## src/rtl/mem_cmd_arbiter_if.sv

```systemverilog
// Requester and memory-bus signal bundle for the round-robin memory command arbiter.
// The arbiter uses the slave modport; requesters and the memory model use the master side.
interface mem_cmd_arbiter_if #(
  parameter int NREQ = 4,
  parameter int AW   = 8,
  parameter int DW   = 8
);
  logic [NREQ-1:0]    req;
  logic [NREQ-1:0]    req_we;
  logic [NREQ*AW-1:0] req_addr;
  logic [NREQ*DW-1:0] req_wdata;
  logic [NREQ-1:0]    gnt;
  logic [NREQ-1:0]    done;
  logic [DW-1:0]      rd_data;
  logic               busy;
  logic [2:0]         cmd;
  logic [AW-1:0]      mem_addr;
  logic [DW-1:0]      mem_wdata;
  logic [DW-1:0]      mem_rdata;

  modport master (
    output req, req_we, req_addr, req_wdata, mem_rdata,
    input  gnt, done, rd_data, busy, cmd, mem_addr, mem_wdata
  );

  modport slave (
    input  req, req_we, req_addr, req_wdata, mem_rdata,
    output gnt, done, rd_data, busy, cmd, mem_addr, mem_wdata
  );
endinterface

```

## src/rtl/mem_cmd_arbiter.sv

```systemverilog
// Round-robin arbiter sequencing one two-phase write/read command at a time on a shared memory bus.
// Latency: gnt + first command 1 cycle after IDLE sample, done 3 cycles after; requests wait while busy.
module mem_cmd_arbiter #(
  parameter int NREQ = 4,
  parameter int AW   = 8,
  parameter int DW   = 8
) (
  input  logic             clk,
  input  logic             rst,
  mem_cmd_arbiter_if.slave bus
);
  localparam int IW = (NREQ > 1) ? $clog2(NREQ) : 1;

  localparam logic [2:0] CMD_NOP = 3'b111;
  localparam logic [2:0] CMD_WR1 = 3'b011;
  localparam logic [2:0] CMD_WR2 = 3'b101;
  localparam logic [2:0] CMD_RD1 = 3'b110;

  typedef enum logic [2:0] {S_IDLE, S_WR1, S_WR2, S_RD1, S_RD2} state_t;

  state_t          r_state;
  logic [IW-1:0]   r_ptr;
  logic [IW-1:0]   r_idx;
  logic [2:0]      r_cmd;
  logic [NREQ-1:0] r_gnt;
  logic [NREQ-1:0] r_done;
  logic            r_busy;
  logic [AW-1:0]   r_mem_addr;
  logic [DW-1:0]   r_mem_wdata;
  logic [DW-1:0]   r_rd_data;

  state_t          w_state_nxt;
  logic            w_any;
  logic            w_accept;
  logic [IW-1:0]   w_sel;
  logic [IW-1:0]   w_cand;
  logic [IW-1:0]   w_idx_nxt;
  logic [2:0]      w_cmd_nxt;
  logic [NREQ-1:0] w_gnt_nxt;
  logic [NREQ-1:0] w_done_nxt;

  always_comb begin
    w_any       = |bus.req;
    w_sel       = r_ptr;
    w_cand      = '0;
    w_state_nxt = r_state;
    w_cmd_nxt   = CMD_NOP;
    // Walk from farthest to nearest so the first set bit after ptr wins.
    for (int k = NREQ; k >= 1; k--) begin
      w_cand = IW'((int'(r_ptr) + k) % NREQ);
      if (bus.req[w_cand]) w_sel = w_cand;
    end
    w_accept = (r_state == S_IDLE) && w_any;
    case (r_state)
      S_IDLE:  if (w_any) w_state_nxt = bus.req_we[w_sel] ? S_WR1 : S_RD1;
      S_WR1:   w_state_nxt = S_WR2;
      S_WR2:   w_state_nxt = S_IDLE;
      S_RD1:   w_state_nxt = S_RD2;
      S_RD2:   w_state_nxt = S_IDLE;
      default: w_state_nxt = S_IDLE;
    endcase
    case (w_state_nxt)
      S_WR1:   w_cmd_nxt = CMD_WR1;
      S_WR2:   w_cmd_nxt = CMD_WR2;
      S_RD1:   w_cmd_nxt = CMD_RD1;
      default: w_cmd_nxt = CMD_NOP;
    endcase
    w_idx_nxt  = w_accept ? w_sel : r_idx;
    w_gnt_nxt  = ((w_state_nxt == S_WR1) || (w_state_nxt == S_RD1)) ?
                 (NREQ'(1) << w_idx_nxt) : '0;
    w_done_nxt = ((r_state == S_WR2) || (r_state == S_RD2)) ?
                 (NREQ'(1) << r_idx) : '0;
  end

  always_ff @(posedge clk) begin
    if (rst) begin
      r_state     <= S_IDLE;
      r_ptr       <= IW'(NREQ - 1);
      r_idx       <= '0;
      r_cmd       <= CMD_NOP;
      r_gnt       <= '0;
      r_done      <= '0;
      r_busy      <= 1'b0;
      r_mem_addr  <= '0;
      r_mem_wdata <= '0;
      r_rd_data   <= '0;
    end else begin
      r_state <= w_state_nxt;
      r_cmd   <= w_cmd_nxt;
      r_gnt   <= w_gnt_nxt;
      r_done  <= w_done_nxt;
      r_busy  <= (w_state_nxt != S_IDLE);
      if (w_accept) begin
        r_idx      <= w_sel;
        r_ptr      <= w_sel;
        r_mem_addr <= bus.req_addr[w_sel*AW +: AW];
        if (bus.req_we[w_sel]) r_mem_wdata <= bus.req_wdata[w_sel*DW +: DW];
      end
      if (r_state == S_RD2) r_rd_data <= bus.mem_rdata;
    end
  end

  assign bus.cmd       = r_cmd;
  assign bus.gnt       = r_gnt;
  assign bus.done      = r_done;
  assign bus.busy      = r_busy;
  assign bus.mem_addr  = r_mem_addr;
  assign bus.mem_wdata = r_mem_wdata;
  assign bus.rd_data   = r_rd_data;
endmodule

```

## src/flat_wrapper.sv

```systemverilog
// flat-port wrapper written by rule: the top's interface ports become plain ports
module mem_cmd_arbiter_flat 
#(
  parameter int NREQ = 4,
  parameter int AW   = 8,
  parameter int DW   = 8
)
  (clk, rst, bus_req, bus_req_we, bus_req_addr, bus_req_wdata, bus_mem_rdata, bus_gnt, bus_done, bus_rd_data, bus_busy, bus_cmd, bus_mem_addr, bus_mem_wdata);
  mem_cmd_arbiter_if #(.NREQ(NREQ), .AW(AW), .DW(DW)) bus_i ();
  input  logic clk;
  input  logic rst;
  input wire logic [$bits(bus_i.req)-1:0] bus_req;
  input wire logic [$bits(bus_i.req_we)-1:0] bus_req_we;
  input wire logic [$bits(bus_i.req_addr)-1:0] bus_req_addr;
  input wire logic [$bits(bus_i.req_wdata)-1:0] bus_req_wdata;
  input wire logic [$bits(bus_i.mem_rdata)-1:0] bus_mem_rdata;
  output wire logic [$bits(bus_i.gnt)-1:0] bus_gnt;
  output wire logic [$bits(bus_i.done)-1:0] bus_done;
  output wire logic [$bits(bus_i.rd_data)-1:0] bus_rd_data;
  output wire logic [$bits(bus_i.busy)-1:0] bus_busy;
  output wire logic [$bits(bus_i.cmd)-1:0] bus_cmd;
  output wire logic [$bits(bus_i.mem_addr)-1:0] bus_mem_addr;
  output wire logic [$bits(bus_i.mem_wdata)-1:0] bus_mem_wdata;
  assign bus_i.req = bus_req;
  assign bus_i.req_we = bus_req_we;
  assign bus_i.req_addr = bus_req_addr;
  assign bus_i.req_wdata = bus_req_wdata;
  assign bus_i.mem_rdata = bus_mem_rdata;
  assign bus_gnt = bus_i.gnt;
  assign bus_done = bus_i.done;
  assign bus_rd_data = bus_i.rd_data;
  assign bus_busy = bus_i.busy;
  assign bus_cmd = bus_i.cmd;
  assign bus_mem_addr = bus_i.mem_addr;
  assign bus_mem_wdata = bus_i.mem_wdata;
  mem_cmd_arbiter #(.NREQ(NREQ), .AW(AW), .DW(DW)) u_core (.clk(clk), .rst(rst), .bus(bus_i));
endmodule
```

## config.mk

```make
export PLATFORM = sky130hd
export DESIGN_NAME = mem_cmd_arbiter_flat
export DESIGN_NICKNAME = d
export VERILOG_FILES = /design/src/rtl/mem_cmd_arbiter_if.sv /design/src/rtl/mem_cmd_arbiter.sv /design/src/flat_wrapper.sv
export SDC_FILE = /design/constraint.sdc
export NUM_CORES = 1
export LEC_CHECK = 0
export BUFFER_PORTS_ARGS = -buffer_cell sky130_fd_sc_hd__buf_2
export CORE_ASPECT_RATIO = 1.2
export CORE_MARGIN = 5
export CORE_UTILIZATION = 45
export DETAILED_ROUTE_END_ITERATION = 7
export PLACE_DENSITY = 0.8
export SLEW_MARGIN = 25
export SYNTH_ARGS = -nofsm -noshare
export SYNTH_HDL_FRONTEND = slang
export SYNTH_SLANG_ARGS = --single-unit
```

## constraint.sdc

```tcl
create_clock -name clk -period 2.9 [get_ports clk]
set_clock_uncertainty 0.15 [all_clocks]
set_input_delay 0.725 -clock clk [delete_from_list [all_inputs] [get_ports clk]]
set_output_delay 0.725 -clock clk [all_outputs]
set_load 0.01 [all_outputs]
```

==> metrics, run 1 <==
status=finished, final reports clean; Min-Delay Startpoint=u_core.bus.rd_data[5]; Synth Area per Inst=7.97 sq um; hold buffer count at cts=0; fin. max-slew vios=0; clock slew seen by the registers of the worst setup and hold paths=0.08 ns; syn nets=363; final hold vios=0; Final Cycle Share=86.4%; Hold EP=u_core.bus.rd_data[5]; Worst R2R End=u_core.bus.cmd[2]; register bit total from synthesis=43; CTS max path bufs=2; Worst Tran Pin Value=0.771 ns; Die Ht=87.3 microns; 1st-iter DRT viols=162; CTS tree=yes; RSZ-0062 raised after global routing=no; Design Power=2.35 mW; DR WL/cell=14.1 microns; Overflow after GRT=0; Ports=118; critical path peak fanout=20; clock insertion delay at the later pin of the skew report=0.28 ns; number of setup buffers added after CTS=0; sequential fraction of the synthesis area=38.4%; post-synthesis async set-or-reset flop share=0%; Post-CTS Resized=0; peak supply drop=0.412 mV; WS Path Type=flip-flop to flip-flop; Synth cell types=43; DIE AREA=0.00649 sq mm; flop2flop setup slack=0.40 ns; Max-cap violations=0; setup TNS=0 ns; first-pass GRT wire length=10.3 mm; Setup crit end kind=flip-flop; die width=74.4 microns; post-detail-place hpwl=5.14 mm; gr usage total=20.2%; initial antenna violation count=0; Row Count=28; Pleak=1.44 nW; P per Cell Area=771 mW/mm^2; Min Hold Slack=0.306 ns; final wirelength=6.54 mm; Post-DP Area=0.00296 sq mm; design area=0.00304 sq mm; most frequent cells in the layout=buf_2 (117), nand2_1 (45), dfxtp_1 (43); n_diodes=0; Inst Count DP=457; synth warn=0; Startpoint Class=flip-flop; # DRC=0; hold crit path type=flip-flop to flip-flop; Crit Reg-Reg Startpoint=u_core.r_ptr[1]; ANT nets after route=0; Fmax achieved=399 MHz; DR vias=2475; Syn Inst Count=281; share of layout cells above drive strength 1=37.8%; root buf cell=clkbuf_8; FF-to-FF path depth=6; routability cong.=0.895; crit path time final=2.50 ns; Initial DRT Pass Iterations=4; Data arrival, critical path=2.53 ns; ys flop type=dfxtp_1; Final Net Count=486; Area Overhead vs Synth=35.9%; core footprint=0.00487 sq mm; H-tree depth=2; most common cell after layout, fill and taps aside=buf_2; Post-Layout Cell Count=465; CTS sink cnt=43; largest net degree at the start of global routing=39; Port Buf Inserts=117; Initial Utilization=46.0%; WP data required=2.93 ns; Hold Path Stages=2; Max-slew headroom=48.4%; mapped cell area=0.00224 sq mm; final setup fails=0; TritonCTS Buffers=5; drt via density=5.32; vias in the first global route=2446; EDFF count, synth=0
[per-stage QoR]
step	utilization, %	setup WS, ns
3_3_place_gp	60.6	-0.0646
6_report	62.5	0.395
5_1_grt	62.5	0.224
3_5_place_dp	60.7	0.144
2_1_floorplan	-	0.491
4_1_cts	62.5	0.396
[final cells by class]
cell class | instances | area (sq um)
clock buffer | 6 | 72.6
clock inverter | 2 | 12.5
fill | 446 | 1830
inverter | 3 | 11.3
multi-input combinational | 215 | 1280
sequential | 43 | 861
tap | 60 | 75.1
timing repair buffer | 136 | 728
[report_power, final]
part | total (mW) | switching (mW) | internal [mW]
registers | 0.812 | 0.0893 | 0.723
logic | 1.17 | 0.648 | 0.523
clock network | 0.364 | 0.195 | 0.168
[cells in the mapped netlist, drive strengths merged (3+ instances only)]
cell type / n / area [sq um]
nor4: 5 / 31.3
inv: 3 / 11.3
buf: 5 / 42.5
a21oi: 30 / 154
nand2: 47 / 181
a311o: 8 / 80.1
nand3: 25 / 125
a221o: 8 / 80.1
or3: 4 / 25.0
dfxtp: 43 / 861
nand2b: 3 / 18.8
and3: 17 / 106
nor2: 12 / 45.0
a211oi: 3 / 22.5
mux2i: 8 / 80.1
clkbuf: 15 / 56.3
o21ai: 18 / 101
nor3: 5 / 30.0
[registers in the layout, indices dropped and copies added, names as in the netlist]
| register | count |
|---|---|
| u_core.r_ptr | 2 |
| u_core.bus.mem_wdata | 8 |
| u_core.bus.gnt | 4 |
| u_core.r_state | 3 |
| u_core.bus.busy | 1 |
| u_core.bus.cmd | 3 |
| u_core.r_idx | 2 |
| u_core.bus.mem_addr | 8 |
| u_core.bus.done | 4 |
| u_core.bus.rd_data | 8 |
[worst max path at each step]
stage | start | endpoint | slack, ns
5_1_grt | u_core.r_ptr[1] | u_core.bus.cmd[2] | 0.22
3_3_place_gp | bus_req[3] | u_core.bus.cmd[2] | -0.06
3_5_place_dp | bus_req[1] | u_core.bus.mem_wdata[1] | 0.14
4_1_cts | u_core.r_ptr[1] | u_core.bus.cmd[2] | 0.40
6_report | u_core.r_ptr[1] | u_core.bus.cmd[2] | 0.40
2_1_floorplan | bus_req[0] | u_core.bus.mem_wdata[5] | 0.49
[routing by layer]
metal | share of wire, % | global-route usage, %
met4 | 1.9 | 6.47
met3 | 7.2 | 4.27
met1 | 40 | 23.1
met2 | 51 | 36.6
met5 | 0 | 0
[worst max-delay path, cell delays in order, from the launching register on]
cell      delay (ns)
dfxtp_1         0.55
nand2b_1        0.19
a21oi_1         0.13
nor3_4          0.66
a211oi_1        0.13
or2_1           0.28
or3_1           0.30
[cells by family (layout without fill, tap and decap cells)]
kind of cell | count (synthesis) | after routing | share of synthesized area [%]
compound gates | 79 | 79 | 24.7
xor+xnor | 1 | 1 | 0.391
buf+inv | 23 | 147 | 4.92
flops | 43 | 43 | 38.4
mux | 8 | 8 | 3.58
simple gates | 127 | 127 | 28.0
Power figures use the tool's default switching activity.
==> run 2: changes to the inputs <==
ABC_AREA = 1   (was unset)
CORE_ASPECT_RATIO = 0.5   (was 1.2)
PLACE_DENSITY = 0.79   (was 0.8)
==> run 2 against run 1 <==
Count of clock-buffer cells in the layout fell by 1. Sequential share of layout area decreased by 0.25 points. Sequential cell count unchanged. Worst setup slack improved by 0.14 ns. Die area increased by 6.3%. Cell area increased by 0.90%. Register-to-register slack better by 0.14 ns. Cell count up 21%. Hold slack improved by 0.0091 ns. Power rose by 42%. Critical endpoint is now u_core.bus.mem_wdata[1]. Largest cell class unchanged. Largest power group unchanged. Highest routed layer unchanged.
==> metrics, run 2 <==
status=finished, final reports clean; Row Count=18; final hold vios=0; sequential fraction of the synthesis area=36.3%; Max-cap violations=0; Ports=118; post-synthesis async set-or-reset flop share=0%; post-detail-place hpwl=4.98 mm; CTS max path bufs=2; DR vias=2599; Max-slew headroom=53.0%; RSZ-0062 raised after global routing=no; H-tree depth=2; Final Cycle Share=81.4%; initial antenna violation count=0; routability cong.=0.861; Fmax achieved=424 MHz; DR WL/cell=11.3 microns; 1st-iter DRT viols=175; # DRC=0; post-layout util=61.4%; Fill cells=508; Startpoint Class=flip-flop; Synth cell types=28; TritonCTS Buffers=5; n_diodes=0; synth warn=0; register bit total from synthesis=43; DIE AREA=0.00691 sq mm; Overflow after GRT=0; setup TNS=0 ns; core footprint=0.00500 sq mm; ANT nets after route=0; gr usage total=17.8%; EDFF count, synth=0; clock insertion delay at the later pin of the skew report=0.30 ns; Die Ht=61.3 microns; top-count cell post-synth=nand2_1; critical path peak fanout=29; clock slew seen by the registers of the worst setup and hold paths=0.09 ns; wl on met1=2.70 mm; largest net degree at the start of global routing=30; WS Path Type=flip-flop to flip-flop; drt via density=4.63; Sequential Area=861 sq um; hold buffer count at cts=0; P per Cell Area=1090 mW/mm^2; WP data required=2.94 ns; vias in the first global route=2313; met2 routed WL=3.11 mm; CTS sink cnt=43; Yosys top cell by area=dfxtp_1; syn nets=457; Syn Inst Count=375; Pleak=1.78 nW; top cells by count, synth=nand2_1 (103), nor2_1 (67), inv_1 (48), dfxtp_1 (43), a21oi_1 (24); Port Buf Inserts=117; Data arrival, critical path=2.40 ns; CTS tree=yes; Worst Tran Pin Value=0.704 ns; synth top area cells=dfxtp_1 (36%), nand2_1 (16%), nor2_1 (11%); Synth Area per Inst=6.32 sq um; ys flop type=dfxtp_1; mapped cell area=0.00237 sq mm; Final WS setup=0.540 ns; most frequent cells in the layout=buf_2 (117), nand2_1 (103), nor2_1 (67); most common cell after layout, fill and taps aside=buf_2; Initial DRT Pass Iterations=4; peak supply drop=0.569 mV; share of layout cells above drive strength 1=29.7%; die width=113 microns; WL met3=477 microns; first-pass GRT wire length=10.1 mm; Area Overhead vs Synth=29.6%; final wirelength=6.33 mm; Yosys top cell area share=36.3%; Max Used Layer=met4; crit path time final=2.36 ns; area used by multi-input combinational logic=0.00120 sq mm; Design Power=3.34 mW; Setup crit end kind=flip-flop; fin. max-slew vios=0; Final Net Count=572; worst slack at placement=0.392 ns; Post-CTS Resized=0; number of setup buffers added after CTS=0; final setup fails=0; hold crit path type=flip-flop to flip-flop; root buf cell=clkbuf_8; Initial Utilization=47.4%
==> run 2: cell count changes in the layout (fill, tap and decap cells not counted), sizes merged, moves of 9 or more <==
cell   previous run  this run
o21ai            18        32
nor2             12        67
and3             17         0
nand3            25        16
buf             136       123
inv               3        52
nand2            47       111
==> run 2: cell type report <==
type,instances,area share (%)
clock buffer,5,2.24
clock inverter,3,0.774
timing repair buffer,123,20.5
inverter,52,6.60
multi-input combinational,265,39.0
sequential,43,28.0
tap,70,2.85
==> run 2: logic make-up (layout without fill, tap and decap cells) <==
group,after synthesis,in the layout,synth area share [%]
buffers and inverters,67,183,13.2
AOI/OAI and AO/OA,65,65,15.2
DFF,43,43,36.3
and+or+nand+nor,200,200,35.3
==> run 2: report_power, final <==
| part | switching [mW] | leakage, nW | internal (mW) |
|---|---|---|---|
| clock | 0.222 | 0.0408 | 0.172 |
| sequential | 0.0904 | 0.353 | 0.753 |
| combinational | 1.35 | 1.39 | 0.757 |
==> run 2: routing by layer <==
layer,global-route usage (%),vias to the layer above
met2,33.1,71
met3,5.10,4
met1,21.2,1133
met4,3.94,0
li1,-,1391
met5,0,-
==> run 2: critical path: stages (launching register included) <==
cell	delay (ns)
dfxtp_1	0.59
inv_6	0.09
nand2_1	0.07
nand2_1	0.07
nand2_2	0.09
nand2_2	0.06
inv_4	0.08
nand3_2	0.13
nand2_4	0.20
buf_4	0.30
a21oi_1	0.11
o21ai_1	0.09
nand2_1	0.06
nor2_1	0.09
nor2_1	0.05
==> run 2: final timing paths <==
kind                                       from                      end  slack (ns)  cells after the start
worst max register to register  u_core.r_ptr[0]  u_core.bus.mem_wdata[1]        0.54                     14
worst max-delay path            u_core.r_ptr[0]  u_core.bus.mem_wdata[1]        0.54                     14
worst min-delay path            u_core.r_idx[0]       u_core.bus.done[0]        0.31                      1
worst min register to register  u_core.r_idx[0]       u_core.bus.done[0]        0.31                      1
==> run 2: per-stage QoR <==
| step | cells | area, sq um | hold slack (ns) |
|---|---|---|---|
| after floorplan | 375 | 2370 | 0.276 |
| final | 561 | 3070 | 0.315 |
| after global routing | 561 | 3070 | 0.334 |
| after detailed placement | 553 | 2980 | 0.299 |
| after global placement | 553 | 2980 | 0.301 |
| after CTS | 561 | 3070 | 0.314 |
